File: src/rtl/ring_count_decoder.sv
`default_nettype none
// ============================================================================
// Module   : ring_count_decoder
// Purpose  : Receive-side checker for a rotating one-hot ring counter.
//            Acquires lock after LOCK_CNT consecutive correct right-rotations.
//            While locked it reports the binary index of the hot bit.
//            It flags in-lock violations with a one-cycle err pulse.
//            It keeps a saturating count of those violations.
// Ports    : clk          - clock, all state changes on rising edge
//            rst          - asynchronous reset, active low
//            in_valid     - ring_in is sampled on this edge
//            ring_in      - WIDTH-bit ring pattern under test
//            index        - hot-bit position of last accepted in-lock sample
//            index_valid  - one-cycle pulse, index updated
//            locked       - checker is in LOCKED
//            err          - one-cycle pulse on an in-lock violation
//            err_count    - saturating count of err pulses
// Revision : 1.0 - initial release
// ============================================================================
module ring_count_decoder #(
  parameter int WIDTH    = 4,
  parameter int LOCK_CNT = 2,
  parameter int ERRW     = 8,
  localparam int IW      = $clog2(WIDTH)
) (
  input  logic             clk,
  input  logic             rst,
  input  logic             in_valid,
  input  logic [WIDTH-1:0] ring_in,
  output logic [IW-1:0]    index,
  output logic             index_valid,
  output logic             locked,
  output logic             err,
  output logic [ERRW-1:0]  err_count
);

  // The step counter only needs to reach LOCK_CNT.
  localparam int            SCW    = $clog2(LOCK_CNT + 1);
  localparam logic [IW-1:0] c_LAST = IW'(WIDTH - 1);

  typedef enum logic [1:0] {
    HUNT   = 2'd0,
    SYNC   = 2'd1,
    LOCKED = 2'd2
  } state_t;

  state_t            r_state;
  logic [IW-1:0]     r_last_pos;
  logic [SCW-1:0]    r_step_cnt;
  logic [IW-1:0]     r_index;
  logic              r_index_valid;
  logic              r_err;
  logic [ERRW-1:0]   r_err_count;

  state_t            w_state_nxt;
  logic [IW-1:0]     w_last_pos_nxt;
  logic [SCW-1:0]    w_step_cnt_nxt;
  logic [IW-1:0]     w_index_nxt;
  logic              w_index_valid_nxt;
  logic              w_err_nxt;
  logic [ERRW-1:0]   w_err_count_nxt;

  logic              w_onehot;
  logic [IW-1:0]     w_pos;
  logic [IW-1:0]     w_expected;
  logic              w_step_ok;
  logic [SCW-1:0]    w_step_inc;

  // Exactly one bit set: non-zero and clearing the lowest set bit leaves zero.
  assign w_onehot   = (ring_in != '0) && ((ring_in & (ring_in - WIDTH'(1))) == '0);
  // The ring rotates right, so the hot bit moves down one place, 0 wraps to top.
  assign w_expected = (r_last_pos == '0) ? c_LAST : (r_last_pos - IW'(1));
  assign w_step_ok  = w_onehot && (w_pos == w_expected);
  assign w_step_inc = r_step_cnt + SCW'(1);

  // Position of the highest set bit; only meaningful when w_onehot is true.
  always_comb begin
    w_pos = '0;
    for (int i = 0; i < WIDTH; i++) begin
      if (ring_in[i]) begin
        w_pos = IW'(i);
      end
    end
  end

  always_comb begin
    w_state_nxt       = r_state;
    w_last_pos_nxt    = r_last_pos;
    w_step_cnt_nxt    = r_step_cnt;
    w_index_nxt       = r_index;
    w_index_valid_nxt = 1'b0;
    w_err_nxt         = 1'b0;
    w_err_count_nxt   = r_err_count;

    if (in_valid) begin
      case (r_state)
        HUNT: begin
          if (w_onehot) begin
            w_last_pos_nxt = w_pos;
            w_step_cnt_nxt = '0;
            w_state_nxt    = SYNC;
          end
        end

        SYNC: begin
          if (!w_onehot) begin
            w_state_nxt = HUNT;
          end else if (w_step_ok) begin
            w_last_pos_nxt = w_pos;
            w_step_cnt_nxt = w_step_inc;
            if (w_step_inc == SCW'(LOCK_CNT)) begin
              w_state_nxt       = LOCKED;
              w_index_nxt       = w_pos;
              w_index_valid_nxt = 1'b1;
            end
          end else begin
            // A wrong step restarts the count from the new position.
            w_last_pos_nxt = w_pos;
            w_step_cnt_nxt = '0;
          end
        end

        LOCKED: begin
          if (w_step_ok) begin
            w_last_pos_nxt    = w_pos;
            w_index_nxt       = w_pos;
            w_index_valid_nxt = 1'b1;
          end else begin
            // index keeps its last good value across a violation.
            w_err_nxt   = 1'b1;
            w_state_nxt = HUNT;
            if (r_err_count != '1) begin
              w_err_count_nxt = r_err_count + ERRW'(1);
            end
          end
        end

        default: begin
          w_state_nxt = HUNT;
        end
      endcase
    end
  end

  always_ff @(posedge clk or negedge rst) begin
    if (!rst) begin
      r_state       <= HUNT;
      r_last_pos    <= '0;
      r_step_cnt    <= '0;
      r_index       <= '0;
      r_index_valid <= 1'b0;
      r_err         <= 1'b0;
      r_err_count   <= '0;
    end else begin
      r_state       <= w_state_nxt;
      r_last_pos    <= w_last_pos_nxt;
      r_step_cnt    <= w_step_cnt_nxt;
      r_index       <= w_index_nxt;
      r_index_valid <= w_index_valid_nxt;
      r_err         <= w_err_nxt;
      r_err_count   <= w_err_count_nxt;
    end
  end

  assign index       = r_index;
  assign index_valid = r_index_valid;
  assign locked      = (r_state == LOCKED);
  assign err         = r_err;
  assign err_count   = r_err_count;

endmodule
`default_nettype wire
File: config.mk
export PLATFORM = sky130hd
export DESIGN_NAME = ring_count_decoder
export DESIGN_NICKNAME = d
export VERILOG_FILES = /design/src/rtl/ring_count_decoder.sv
export SDC_FILE = /design/constraint.sdc
export NUM_CORES = 1
export LEC_CHECK = 0
export CAP_MARGIN = 20
export CORE_ASPECT_RATIO = 0.6
export CORE_MARGIN = 5
export CORE_UTILIZATION = 41
export DETAILED_ROUTE_END_ITERATION = 6
export GPL_ROUTABILITY_DRIVEN = 0
export GPL_TIMING_DRIVEN = 0
export PLACE_DENSITY = 0.68
export SLEW_MARGIN = 20
export SYNTH_ARGS = -nofsm -noshare
export SYNTH_HDL_FRONTEND = slang
export SYNTH_SLANG_ARGS = --single-unit
File: constraint.sdc
create_clock -name clk -period 2.81 [get_ports clk]
set_clock_uncertainty 0.2 [all_clocks]
set_input_delay 0.562 -clock clk [delete_from_list [all_inputs] [get_ports clk]]
set_output_delay 0.562 -clock clk [all_outputs]
set_load 0.01 [all_outputs]
==> flow_summary.yaml, run 1 <==
power:
  p_sw_uw: 359
  pwr-share-seq: 0.369
  powerDensity_mw_per_mm2: 752
  power_mw: 1.02
  p_int_uw: 661
  pwr-share-comb: 0.462
  p_leak_nw: 0.634
  peakVddDrop_v: 0.000409
  clkPwrFrac: 0.169
  switching_share: 0.352
clock_network:
  clock_latency_ns: 0.25
  cts_tree: "done"
  numCtsBuffers: 3
  postCtsSetupRepairBufs: 0
  cts_num_sinks: 18
  cts_hold_buf: 0
  htreeDepth: 1
  cts.repair.resized: 0
  clk_pin_slew_ns: 0.06
  cts-root-buf: "clkbuf_8"
  cts_buffer_depth: 2
global_route:
  track_usage: 0.116
  antenna_found_initial: 0
  grt_max_degree: 19
  grt_pass1_wl_mm: 3.64
  grt_pass1_vias: 747
  overflow: 0
timing:
  period_share: 0.918
  layout_setup_ws_ns: 0.230
  drv_slew: 0
  fmax_mhz: 388
  setup_violations: 0
  hold_viol: 0
  final.min_clock_period_ns: 2.58
  hold_slack_ns: 0.284
  fin_setup_tns_ns: 0
  rsz0062_at_grt: "false"
  worst_pin_slew_ns: 0.802
  slew-limit-headroom: 0.463
cells_and_area:
  antennaDiodeCount: 0
  fin_cells: 152
  fin_area_sq_mm: 0.00136
  syn2layout_area_growth_pct: 25.0
  nets: 136
  fin_util: 0.538
  drive_gt1_frac: 0.167
place:
  dpl.cell_count: 149
  hpwlAfterDp_mm: 1.57
  dpl_cell_area_sq_mm: 0.00132
  port_buffers: 19
  pre_cts_ws_ns: -0.0392
setup_path:
  cp-start-kind: "input pin"
  r2r_slack_ns: 0.40
  r2r_cells: 7
  crit_start: "ring_in[3]"
  crit_path_end: "err_count[1]"
  critPathMaxFanout: 7
  critPathRequiredTime_ns: 2.74
  r2r_end: "err_count[1]"
  crit_arrival_ns: 2.51
  r2r-start: "r_last_pos[0]"
  path_class: "in2reg"
  worstSetupEndpointType: "flip-flop"
logic_synthesis:
  synthesis.nets: 112
  synth-async-reset-ratio: 1.00
  synthTopCellsByCount: "18 x dfrtp_1, 8 x inv_1, 7 x ha_1"
  yosys_warnings: 0
  synth_most_common_cell: "dfrtp_1"
  synthFlopType: "dfrtp_1"
  ys_ff_latch: 18
  netlist_area_sq_mm: 0.00108
  syn_area_per_cell_sq_um: 11.1
  yosys.area.top_type_share: 0.415
  synth_top_cell_by_area: "dfrtp_1"
  synth_area_leaders: "dfrtp_1 42%, ha_1 8.1%, mux2i_1 4.6%, mux2_2 3.1%, inv_1 2.8%"
  seq_area_frac_synth: 0.415
  yosys.cell_types.count: 41
  synth-edff-count: 0
  postSynthCellCount: 98
floorplan:
  die_h_microns: 49.8
  die-area_sq_mm: 0.00381
  rows: 14
  core_sq_mm: 0.00252
  start_util: 0.430
  die-width_microns: 76.4
  io_pins: 20
routing:
  drc: 0
  vias_per_cell: 5.22
  avgRoutedWirePerCell_microns: 13.4
  first_pass_iters: 4
  via_count: 794
  routed_wl_mm: 2.03
  drt_iter0_drc: 29
  ant_nets: 0
hold_path:
  min_path_type: "reg2reg"
job:
  maxCapViolations: 0
outcome:
  outcome: "finished, final reports clean"
registers in the layout, summed over array words and instances (netlist names):
| signal | flops |
|---|---|
| r_last_pos | 2 |
| index | 2 |
| r_step_cnt | 2 |
| index_valid | 1 |
| r_state | 2 |
| err_count | 8 |
| err | 1 |
cell families after synthesis:
family / after synthesis / share of synthesized area
AND/OR/NAND/NOR: 30 / 0.186
XOR/XNOR: 4 / 0.0323
multiplexers: 10 / 0.101
adder cells (fa/ha/maj): 7 / 0.0807
flip-flops: 18 / 0.415
buffers and inverters: 8 / 0.0277
AO/OA/AOI/OAI: 21 / 0.157
cell usage in the layout (no fill, tap or decap), types with 4 or more instances in the layout:
| cell type | n |
|---|---|
| mux2i_1 | 5 |
| nor2_1 | 5 |
| dfrtp_1 | 18 |
| inv_1 | 8 |
| ha_1 | 7 |
| a21oi_1 | 4 |
| clkdlybuf4s50_1 | 19 |
power by group through the flow:
stage | Clock [mW] | Sequential [mW] | Combinational, mW
2_1_floorplan | 0 | 0.387 | 0.316
3_3_place_gp | 0 | 0.378 | 0.465
3_5_place_dp | 0 | 0.382 | 0.471
4_1_cts | 0.180 | 0.377 | 0.475
5_1_grt | 0.185 | 0.387 | 0.527
6_report | 0.172 | 0.377 | 0.471
worst min path at each step:
stage,cells past startpoint,from,slack [ns],end
after global routing,1,r_step_cnt[0],0.30,r_step_cnt[0]
after detailed placement,1,r_step_cnt[0],0.28,r_step_cnt[0]
final,1,r_step_cnt[0],0.28,r_step_cnt[0]
after CTS,1,r_step_cnt[0],0.29,r_step_cnt[0]
after global placement,1,r_step_cnt[0],0.27,r_step_cnt[0]
after floorplan,0,rst,0.07,err
final cells by class:
class,count,area (sq um)
well taps,32,40.0
fillers,244,1170
multi-input cells,72,604
flip-flops and latches,18,450
repair buffers,19,190
inverters,8,30.0
clock buffers,3,41.3
metal layers:
metal	share of wire	up-vias	global-route usage
li1	-	402	-
met5	0	-	0
met2	0.40	12	0.152
met1	0.54	378	0.177
met3	0.059	2	0.0545
met4	0.0054	0	0.00872
critical path: stages:
cell,delay [ns]
clkdlybuf4s50_1,0.55
nor2_1,0.14
a221o_2,0.48
a211oi_4,0.40
mux2_2,0.37
Power figures use the tool's default switching activity.
==> inputs of run 2 (changes only) <==
CORE_MARGIN = 2   (was 5)
==> flow_summary.yaml, run 2 (synthesized netlist as in run 1, its figures left out) <==
power:
  peakVddDrop_v: 0.000415
  p_leak_nw: 0.641
  powerDensity_mw_per_mm2: 783
cells_and_area:
  fin_cells: 153
  final_common_cell: "clkdlybuf4s50_1"
  num-fill-cells: 234
  antennaDiodeCount: 0
  largest_reg_flops: 8
  fin_area_sq_mm: 0.00137
  syn2layout_area_growth_pct: 26.3
  nets: 136
  final_cell_mix: "19 x clkdlybuf4s50_1, 18 x dfrtp_1, 8 x inv_1, 7 x ha_1"
  drive_gt1_frac: 0.174
setup_path:
  critPathMaxFanout: 7
  r2r_end: "err_count[1]"
  r2r-start: "r_last_pos[0]"
  r2r_slack_ns: 0.37
  critPathRequiredTime_ns: 2.75
  path_class: "in2reg"
  crit_arrival_ns: 2.53
  cp-start-kind: "input pin"
  worstSetupEndpointType: "flip-flop"
  r2r_cells: 7
floorplan:
  start_util: 0.433
  rows: 14
  io_pins: 20
  die_h_microns: 43.8
  die-area_sq_mm: 0.00309
  die-width_microns: 70.4
  core_sq_mm: 0.00250
timing:
  setup_violations: 0
  fmax_mhz: 386
  final.min_clock_period_ns: 2.59
  slew-limit-headroom: 0.444
  worst_pin_slew_ns: 0.832
  rsz0062_at_grt: "false"
  hold_viol: 0
  drv_slew: 0
  period_share: 0.922
  hold_slack_ns: 0.294
place:
  dpl.cell_count: 149
  port_buffers: 19
  dpl_cell_area_sq_mm: 0.00132
  hpwlAfterDp_mm: 1.67
hold_path:
  holdPathStages: 1
  hold_start: "r_step_cnt[0]"
  hold_path_end: "r_step_cnt[0]"
  min_path_type: "reg2reg"
clock_network:
  htreeDepth: 1
  cts_hold_buf: 0
  clock_latency_ns: 0.25
  numCtsBuffers: 3
  cts_tree: "done"
  postCtsSetupRepairBufs: 0
  cts-root-buf: "clkbuf_8"
  cts_buffer_depth: 2
  cts.repair.resized: 0
  clk_pin_slew_ns: 0.07
  cts_num_sinks: 18
global_route:
  track_usage: 0.161
  grt_pass1_vias: 806
  antenna_found_initial: 0
  grt_max_degree: 19
  grt_pass1_wl_mm: 3.72
  overflow: 0
routing:
  drc: 0
  avgRoutedWirePerCell_microns: 14.2
  ant_nets: 0
  first_pass_iters: 4
  via_count: 792
  vias_per_cell: 5.18
  routed_wl_mm: 2.17
  drt_iter0_drc: 12
outcome:
  outcome: "finished, final reports clean"
job:
  maxCapViolations: 0
-- run 2: critical path: stages --
cell	delay (ns)
clkdlybuf4s50_1	0.55
nor2_1	0.14
a221o_2	0.48
a211oi_4	0.42
mux2_2	0.38
-- run 2: cell type report --
type | instances | area [sq um] | area share
inverters | 8 | 30.0 | 0.0219
flip-flops and latches | 18 | 450 | 0.329
repair buffers | 19 | 190 | 0.139
well taps | 32 | 40.0 | 0.0292
clock buffers | 4 | 55.1 | 0.0402
multi-input cells | 72 | 604 | 0.441
-- run 2: worst max-delay path by stage --
stage                     slack, ns  depth (start not counted)            end           from
after global placement        -0.02                          6  r_last_pos[0]     ring_in[3]
after CTS                      0.23                          7  r_last_pos[0]     ring_in[1]
final                          0.22                          5   err_count[1]     ring_in[3]
after global routing           0.12                          7     r_state[0]     ring_in[3]
after detailed placement      -0.04                          7  r_last_pos[0]     ring_in[1]
after floorplan                0.56                          7   err_count[1]  r_last_pos[0]
-- run 2: per-layer routing --
metal	track usage	routed length (microns)
met3	0.0651	130
met2	0.257	954
met5	0	0
met1	0.209	1080
met4	0.0346	10
-- run 2: through the flow --
step | TNS, ns | power (mW) | util | setup WS (ns)
floorplan | 0 | 0.703 | - | 0.562
global placement | -0.0370 | 0.839 | 0.525 | -0.0202
detailed placement | -0.0856 | 0.866 | 0.525 | -0.0440
CTS | 0 | 1.08 | 0.547 | 0.229
global route | 0 | 1.16 | 0.547 | 0.122
finish | 0 | 1.07 | 0.547 | 0.219
-- run 2: power by group --
| part | internal [mW] | leakage, nW | total (mW) | switching (mW) |
|---|---|---|---|---|
| registers | 0.325 | 0.233 | 0.377 | 0.0515 |
| logic | 0.243 | 0.379 | 0.486 | 0.243 |
| clock network | 0.124 | 0.0288 | 0.210 | 0.0856 |
| total | 0.693 | 0.641 | 1.07 | 0.380 |
